--- src/rtl/display_arbiter_pkg.sv ---
`default_nettype none
// ============================================================================
//  Module      : disp_pkg
//  Description : Shared state encoding and display constants for display_arbiter.
//  Revision    : 1.0  initial release
// ============================================================================
package disp_pkg;

    localparam int DIGIT_W = 16;
    localparam logic [DIGIT_W-1:0] BLANK_VALUE = 16'h0000;

    typedef enum logic [0:0] {
        ST_IDLE = 1'b0,
        ST_SHOW = 1'b1
    } state_t;

endpackage : disp_pkg
`default_nettype wire

--- src/rtl/display_arbiter_if.sv ---
`default_nettype none
// ============================================================================
//  Module      : display_arbiter_if
//  Description : Requester/display bus of the display arbiter.
//  Revision    : 1.0  initial release
// ============================================================================
interface display_arbiter_if #(
    parameter int NSRC  = 4,
    parameter int SRC_W = 2
);
    logic [NSRC-1:0]    req;
    logic [16*NSRC-1:0] data_in;
    logic               mode_auto;
    logic               step;
    logic [15:0]        digit_out;
    logic [NSRC-1:0]    grant;
    logic [SRC_W-1:0]   src_id;
    logic               blank;

    modport master (
        output req, data_in, mode_auto, step,
        input  digit_out, grant, src_id, blank
    );

    modport slave (
        input  req, data_in, mode_auto, step,
        output digit_out, grant, src_id, blank
    );
endinterface : display_arbiter_if
`default_nettype wire

--- src/rtl/display_arbiter_rr_pick.sv ---
`default_nettype none
// ============================================================================
//  Module      : rr_pick
//  Description : Combinational circular search for the next set request bit,
//                starting after i_start and visiting i_start itself last.
//  Revision    : 1.0  initial release
// ============================================================================
module rr_pick #(
    parameter int NSRC  = 4,
    parameter int SRC_W = 2
) (
    input  wire logic [NSRC-1:0]  i_req,
    input  wire logic [SRC_W-1:0] i_start,
    output logic      [SRC_W-1:0] o_idx,
    output logic                  o_found
);

    always_comb begin
        logic [SRC_W-1:0] w_cand;
        o_idx   = '0;
        o_found = 1'b0;
        w_cand  = '0;
        // NSRC is a power of two, so the index wraps by truncation
        for (int i = 1; i <= NSRC; i++) begin
            w_cand = i_start + SRC_W'(i);
            if (!o_found && i_req[w_cand]) begin
                o_found = 1'b1;
                o_idx   = w_cand;
            end
        end
    end

endmodule : rr_pick
`default_nettype wire

--- src/rtl/display_arbiter.sv ---
`default_nettype none
// ============================================================================
//  Module      : display_arbiter
//  Description : Shares one 4-digit display among NSRC sources, rotating on a
//                dwell timer or stepping on a button pulse.
//                Option macro DISP_ARB_PRIO_EN: source 0 pre-empts all others.
//  Revision    : 1.0  initial release
// ============================================================================
module display_arbiter
    import disp_pkg::*;
#(
    parameter int NSRC         = 4,
    parameter int SRC_W        = 2,
    parameter int DWELL_CYCLES = 25_000_000,
    parameter int CNT_W        = 25
) (
    input  wire logic         clk,
    input  wire logic         rst,
    display_arbiter_if.slave  bus
);

    state_t               r_state,  w_state_nxt;
    logic [SRC_W-1:0]     r_src_id, w_src_id_nxt;
    logic [SRC_W-1:0]     r_rr_ptr, w_rr_ptr_nxt;
    logic [CNT_W-1:0]     r_cnt,    w_cnt_nxt;
    logic [DIGIT_W-1:0]   r_digit,  w_digit_nxt;

    logic [SRC_W-1:0]     w_start;
    logic [SRC_W-1:0]     w_pick_idx;
    logic                 w_pick_found;
    logic                 w_cnt_max;
    logic                 w_prio_req;
    logic                 w_prio_hold;
    logic                 w_preempt;
    logic                 w_adv;
    logic [DIGIT_W-1:0]   w_slice;
    logic [NSRC-1:0]      w_grant;

`ifdef DISP_ARB_PRIO_EN
    assign w_prio_req = bus.req[0];
`else
    assign w_prio_req = 1'b0;
`endif

    // While idle the search continues from the last shown source
    assign w_start   = (r_state == ST_SHOW) ? r_src_id : r_rr_ptr;

    rr_pick #(
        .NSRC  (NSRC),
        .SRC_W (SRC_W)
    ) u_rr_pick (
        .i_req   (bus.req),
        .i_start (w_start),
        .o_idx   (w_pick_idx),
        .o_found (w_pick_found)
    );

    assign w_cnt_max   = (r_cnt == CNT_W'(DWELL_CYCLES - 1));
    assign w_prio_hold = w_prio_req & (r_src_id == '0);
    assign w_preempt   = w_prio_req & (r_src_id != '0);
    assign w_slice     = bus.data_in[{r_src_id, 4'b0000} +: DIGIT_W];
    assign w_adv       = ~bus.req[r_src_id]
                       | (~w_prio_hold & (bus.step | (bus.mode_auto & w_cnt_max)));

    always_comb begin
        w_state_nxt  = r_state;
        w_src_id_nxt = r_src_id;
        w_rr_ptr_nxt = r_rr_ptr;
        w_cnt_nxt    = r_cnt;
        w_digit_nxt  = r_digit;
        case (r_state)
            ST_IDLE: begin
                if (w_pick_found) begin
                    w_state_nxt  = ST_SHOW;
                    w_src_id_nxt = w_prio_req ? '0 : w_pick_idx;
                    w_cnt_nxt    = '0;
                end
            end
            ST_SHOW: begin
                w_digit_nxt = w_slice;
                if (w_preempt) begin
                    w_src_id_nxt = '0;
                    w_cnt_nxt    = '0;
                end else if (w_adv) begin
                    w_rr_ptr_nxt = r_src_id;
                    if (w_pick_found) begin
                        w_src_id_nxt = w_pick_idx;
                        w_cnt_nxt    = '0;
                    end else begin
                        w_state_nxt  = ST_IDLE;
                        w_src_id_nxt = '0;
                    end
                end else if (!w_cnt_max) begin
                    // Saturates in manual mode so a later switch to auto advances at once
                    w_cnt_nxt = r_cnt + CNT_W'(1);
                end
            end
            default: begin
                w_state_nxt  = ST_IDLE;
                w_src_id_nxt = '0;
            end
        endcase
    end

    always_ff @(posedge clk) begin
        if (rst) begin
            r_state  <= ST_IDLE;
            r_src_id <= '0;
            r_rr_ptr <= SRC_W'(NSRC - 1);
            r_cnt    <= '0;
            r_digit  <= BLANK_VALUE;
        end else begin
            r_state  <= w_state_nxt;
            r_src_id <= w_src_id_nxt;
            r_rr_ptr <= w_rr_ptr_nxt;
            r_cnt    <= w_cnt_nxt;
            r_digit  <= w_digit_nxt;
        end
    end

    always_comb begin
        w_grant = '0;
        if (r_state == ST_SHOW) begin
            w_grant[r_src_id] = 1'b1;
        end
    end

    assign bus.digit_out = r_digit;
    assign bus.grant     = w_grant;
    assign bus.src_id    = r_src_id;
    assign bus.blank     = (r_state == ST_IDLE);

endmodule : display_arbiter
`default_nettype wire

--- src/flat_wrapper.sv ---
// flat-port wrapper written by rule: the top's interface ports become plain ports
module display_arbiter_flat import disp_pkg::*;
#(
    parameter int NSRC         = 4,
    parameter int SRC_W        = 2,
    parameter int DWELL_CYCLES = 25_000_000,
    parameter int CNT_W        = 25
)
  (clk, rst, bus_req, bus_data_in, bus_mode_auto, bus_step, bus_digit_out, bus_grant, bus_src_id, bus_blank);
  display_arbiter_if #(.NSRC(NSRC), .SRC_W(SRC_W)) bus_i ();
  input  wire logic clk;
  input  wire logic rst;
  input wire logic [$bits(bus_i.req)-1:0] bus_req;
  input wire logic [$bits(bus_i.data_in)-1:0] bus_data_in;
  input wire logic [$bits(bus_i.mode_auto)-1:0] bus_mode_auto;
  input wire logic [$bits(bus_i.step)-1:0] bus_step;
  output wire logic [$bits(bus_i.digit_out)-1:0] bus_digit_out;
  output wire logic [$bits(bus_i.grant)-1:0] bus_grant;
  output wire logic [$bits(bus_i.src_id)-1:0] bus_src_id;
  output wire logic [$bits(bus_i.blank)-1:0] bus_blank;
  assign bus_i.req = bus_req;
  assign bus_i.data_in = bus_data_in;
  assign bus_i.mode_auto = bus_mode_auto;
  assign bus_i.step = bus_step;
  assign bus_digit_out = bus_i.digit_out;
  assign bus_grant = bus_i.grant;
  assign bus_src_id = bus_i.src_id;
  assign bus_blank = bus_i.blank;
  display_arbiter #(.NSRC(NSRC), .SRC_W(SRC_W), .DWELL_CYCLES(DWELL_CYCLES), .CNT_W(CNT_W)) u_core (.clk(clk), .rst(rst), .bus(bus_i));
endmodule
--- config.mk ---
export PLATFORM = sky130hd
export DESIGN_NAME = display_arbiter_flat
export DESIGN_NICKNAME = d
export VERILOG_FILES = /design/src/rtl/display_arbiter_pkg.sv /design/src/rtl/display_arbiter_if.sv /design/src/rtl/display_arbiter_rr_pick.sv /design/src/rtl/display_arbiter.sv /design/src/flat_wrapper.sv
export SDC_FILE = /design/constraint.sdc
export NUM_CORES = 1
export LEC_CHECK = 0
export CAP_MARGIN = 40
export CORE_MARGIN = 3
export CORE_UTILIZATION = 31
export CTS_BUF_LIST = sky130_fd_sc_hd__clkbuf_4
export CTS_CLUSTER_SIZE = 20
export DETAILED_ROUTE_END_ITERATION = 12
export GPL_TIMING_DRIVEN = 1
export PLACE_DENSITY = 0.63
export SKIP_LAST_GASP = 1
export SLEW_MARGIN = 20
export SYNTH_ARGS = -nofsm -noshare
export SYNTH_HDL_FRONTEND = slang
export SYNTH_SLANG_ARGS = --single-unit
--- constraint.sdc ---
create_clock -name clk -period 2.3 [get_ports clk]
set_input_delay 0.345 -clock clk [delete_from_list [all_inputs] [get_ports clk]]
set_output_delay 0.345 -clock clk [all_outputs]
set_load 0.05 [all_outputs]
==> key figures <==
Global route
  – Largest net degree at the start of global routing: 24
  – Vias in the first global route: between 2000 and 3000
  – First-pass GRT wire length: 13110 um
  – Grt ovf: 0
  – GRT Total Usage: 0.1568
  – Initial antenna violation count: 0

Min path
  – Hold crit path type: reg2reg

Timing
  – Setup-failing EPs final: 0
  – Min Tclk post-route: 2115 ps
  – Max_slew headroom: 0.6424
  – Slew @ Worst Pin: 534.8 ps
  – Fin crit share: 0.9198
  – Slew Limit Fails: 0
  – Fmax achieved: 472.7 MHz
  – Clock Skews: 14.88 ps
  – Final setup TNS: 0 ps
  – Hold Vio Cnt, Final: 0
  – Unrepaired setup endpoints after global routing: false

Yosys
  – Number of synthesized flops with an enable pin: 0
  – Synth warn: 0
  – Post-synthesis cell count: 299
  – Synth Register Bits: 46
  – Post-synthesis async set-or-reset flop share: 0
  – Post-synth top flop: dfxtp_1
  – Avg Cell Area, Syn: 9.570 um^2
  – Unique masters post-synth: 58
  – Mapped cell area: roughly 0.0029 mm^2
  – Mapped Nets: roughly 370
  – Sequential-to-total area share from yosys stat: 0.3218

Cells and area
  – Design Area, Final: 0.004148 mm^2
  – Area taken by multi-input logic gates: 0.001815 mm^2
  – Commonest non-fill, non-tap cells in the layout: clkdlybuf4s50_1 (87), dfxtp_1 (46), nor2_1 (26), nand3_1 (24), buf_4 (24)
  – Final net count: 476
  – Storage element area: 920.9 um^2
  – Share of layout cells above drive strength 1: 0.1906
  – Fillers: 844
  – Most common cell after layout, fill and taps aside: clkdlybuf4s50_1
  – Area growth from synthesis to layout: 44.95%
  – Ant. Diodes: 0

Placed design
  – Placed Area: 0.004065 mm^2
  – Port bufs: between 90 and 100
  – Final HPWL from detailed placement: 6407 um
  – Routability cong.: 0.9161

Clocking
  – Worst-skew pair later-pin latency: 360 ps
  – Quantity of hold-fixing buffers added after cts: 0
  – Max clock buf depth: 2
  – Clock root buffer: clkbuf_4
  – Clock transition at the registers of the reported paths: 140 ps
  – CTS H-tree lvls: 2
  – CTS sink cnt: 46
  – Setup Buffers After CTS: 0
  – TritonCTS Buffers: 5
  – Post_cts resized: 0
  – TritonCTS clock tree: built

Setup path
  – CP Launch Type: flop
  – Crit-path cells: buf_4, inv_1, nor3_2, buf_12
  – Slowest cell on crit path: dfxtp_1
  – Crit end category: output port
  – Crit path kind: reg2out
  – Crit Path Max Fanout: 23
  – Data required time of the worst path: ~2000 ps
  – Critical path buffer and inverter count: 3
  – Cell family with most CP delay: buffers and inverters
  – Critical Path AT: 1770 ps
  – Max incr delay on CP: 380 ps

Die
  – Die area: approximately 0.010 mm^2
  – Die W: 102.1 um
  – Area of the core: 0.008848 mm^2
  – Die height: just over 100 um
  – I/O pins: 95
  – Cell Rows: 34
  – Initial core utilization: 0.3234

Pwr
  – LEAKAGE: approximately 1.5 nW
  – Combinational Power Share: 0.348
  – Internal power: 1.436 mW
  – Clock share of power: 0.242
  – Sw Pwr: 0.6748 mW
  – Switch share: 0.3197
  – Sequential power share: 0.410
  – Pwr per Cell Area: 508.8 mW/mm^2
  – Peak supply drop: 359.2 uV

Run status
  – Status: complete, no violations

Drt
  – 1st-iter DRT viols: 122
  – Detailed-router iteration count before antenna repair: 4
  – Total Wirelength: 8040 um
  – Wire length per cell: 15.70 um
  – Residual DRC: 0
  – Vias: 2784
  – Post-DR vias/cell: 5.438
  – Antenna-violating nets left: 0

Run
  – Max_cap viols: 0
cell families after synthesis:
| logic type | after synthesis | share of synthesized area |
|---|---|---|
| xor gates and xnor gates | 1 | 0.003061 |
| buffers and inverters | 26 | 0.04722 |
| and+or+nand+nor | 119 | 0.2466 |
| adders and majority gates | 1 | 0.004372 |
| DFF | 46 | 0.3218 |
| AOI/OAI and AO/OA | 69 | 0.1736 |
| muxes | 37 | 0.2033 |
worst reg2reg max path, delay by kind of cell, from the launching register on:
| family | cells | cell delay [ps] |
|---|---|---|
| flops | 1 | 410 |
| simple gates | 3 | 810 |
| compound gates | 2 | 780 |
sequential cells by signal, indices dropped and copies added, names as in the netlist:
name and flops:
u_core.bus.digit_out 16, u_core.bus.src_id 2, u_core.r_cnt 25, u_core.r_rr_ptr 2, u_core.r_state 1
area by class of cell:
class / instances / area share
multi-input cells: 227 / 0.4377
repair buffers: 117 / 0.2824
flip-flops and latches: 46 / 0.2220
well taps: 108 / 0.03258
clock inverters: 3 / 0.01086
clock buffers: 5 / 0.009050
inverters: 6 / 0.005430
power groups by stage:
stage,Sequential [mW],Combinational [mW],Clock [mW]
2_1_floorplan,0.991,0.334,0
3_5_place_dp,0.882,0.743,0
5_1_grt,0.872,0.783,0.561
6_report,0.866,0.735,0.510
3_3_place_gp,0.882,0.735,0
4_1_cts,0.867,0.745,0.529
final timing paths:
kind,depth (start not counted),slack [ps],end,startpoint
worst max-delay path,4,180,bus_grant[0],u_core.r_state
worst min-delay path,2,510,u_core.r_rr_ptr[0],u_core.r_rr_ptr[0]
worst max register to register,5,210,u_core.r_cnt[18],u_core.r_cnt[10]
worst min register to register,2,510,u_core.r_rr_ptr[0],u_core.r_rr_ptr[0]
Yosys cell counts (6+ instances only):
cell type | count | area share
a21oi_1 | 15 | 0.026
and3_1 | 6 | 0.013
buf_2 | 6 | 0.010
clkbuf_1 | 6 | 0.0079
dfxtp_1 | 46 | 0.32
inv_1 | 6 | 0.0079
mux2i_1 | 18 | 0.063
mux4_2 | 16 | 0.13
nand2_1 | 18 | 0.024
nand3_1 | 24 | 0.042
nor2_1 | 26 | 0.034
o21ai_0 | 13 | 0.023
through the flow:
| stage | worst slack [ps] | hold WS, ps | power (mW) | std cells | util |
|---|---|---|---|---|---|
| final | 184.5 | 507.3 | 2.111 | 512 | 0.4688 |
| after global routing | 18.77 | 549.1 | 2.217 | 512 | 0.4688 |
| after CTS | 155.1 | 509.0 | 2.140 | 512 | 0.4688 |
| after detailed placement | 73.22 | 485.7 | 1.625 | 504 | 0.4594 |
| after global placement | 104.6 | 470.3 | 1.616 | 504 | 0.4594 |
| after floorplan | 4.686 | 455.8 | 1.325 | 299 | - |
layer usage:
| layer | GRT usage | share of wire | vias up |
|---|---|---|---|
| met3 | 0.04778 | 0.081 | 8 |
| met5 | 0 | 0 | - |
| met2 | 0.2654 | 0.49 | 101 |
| met1 | 0.1992 | 0.42 | 1314 |
| li1 | - | - | 1361 |
| met4 | 0.03027 | 0.0082 | 0 |
No activity file was read; power rests on OpenSTA's default activity.
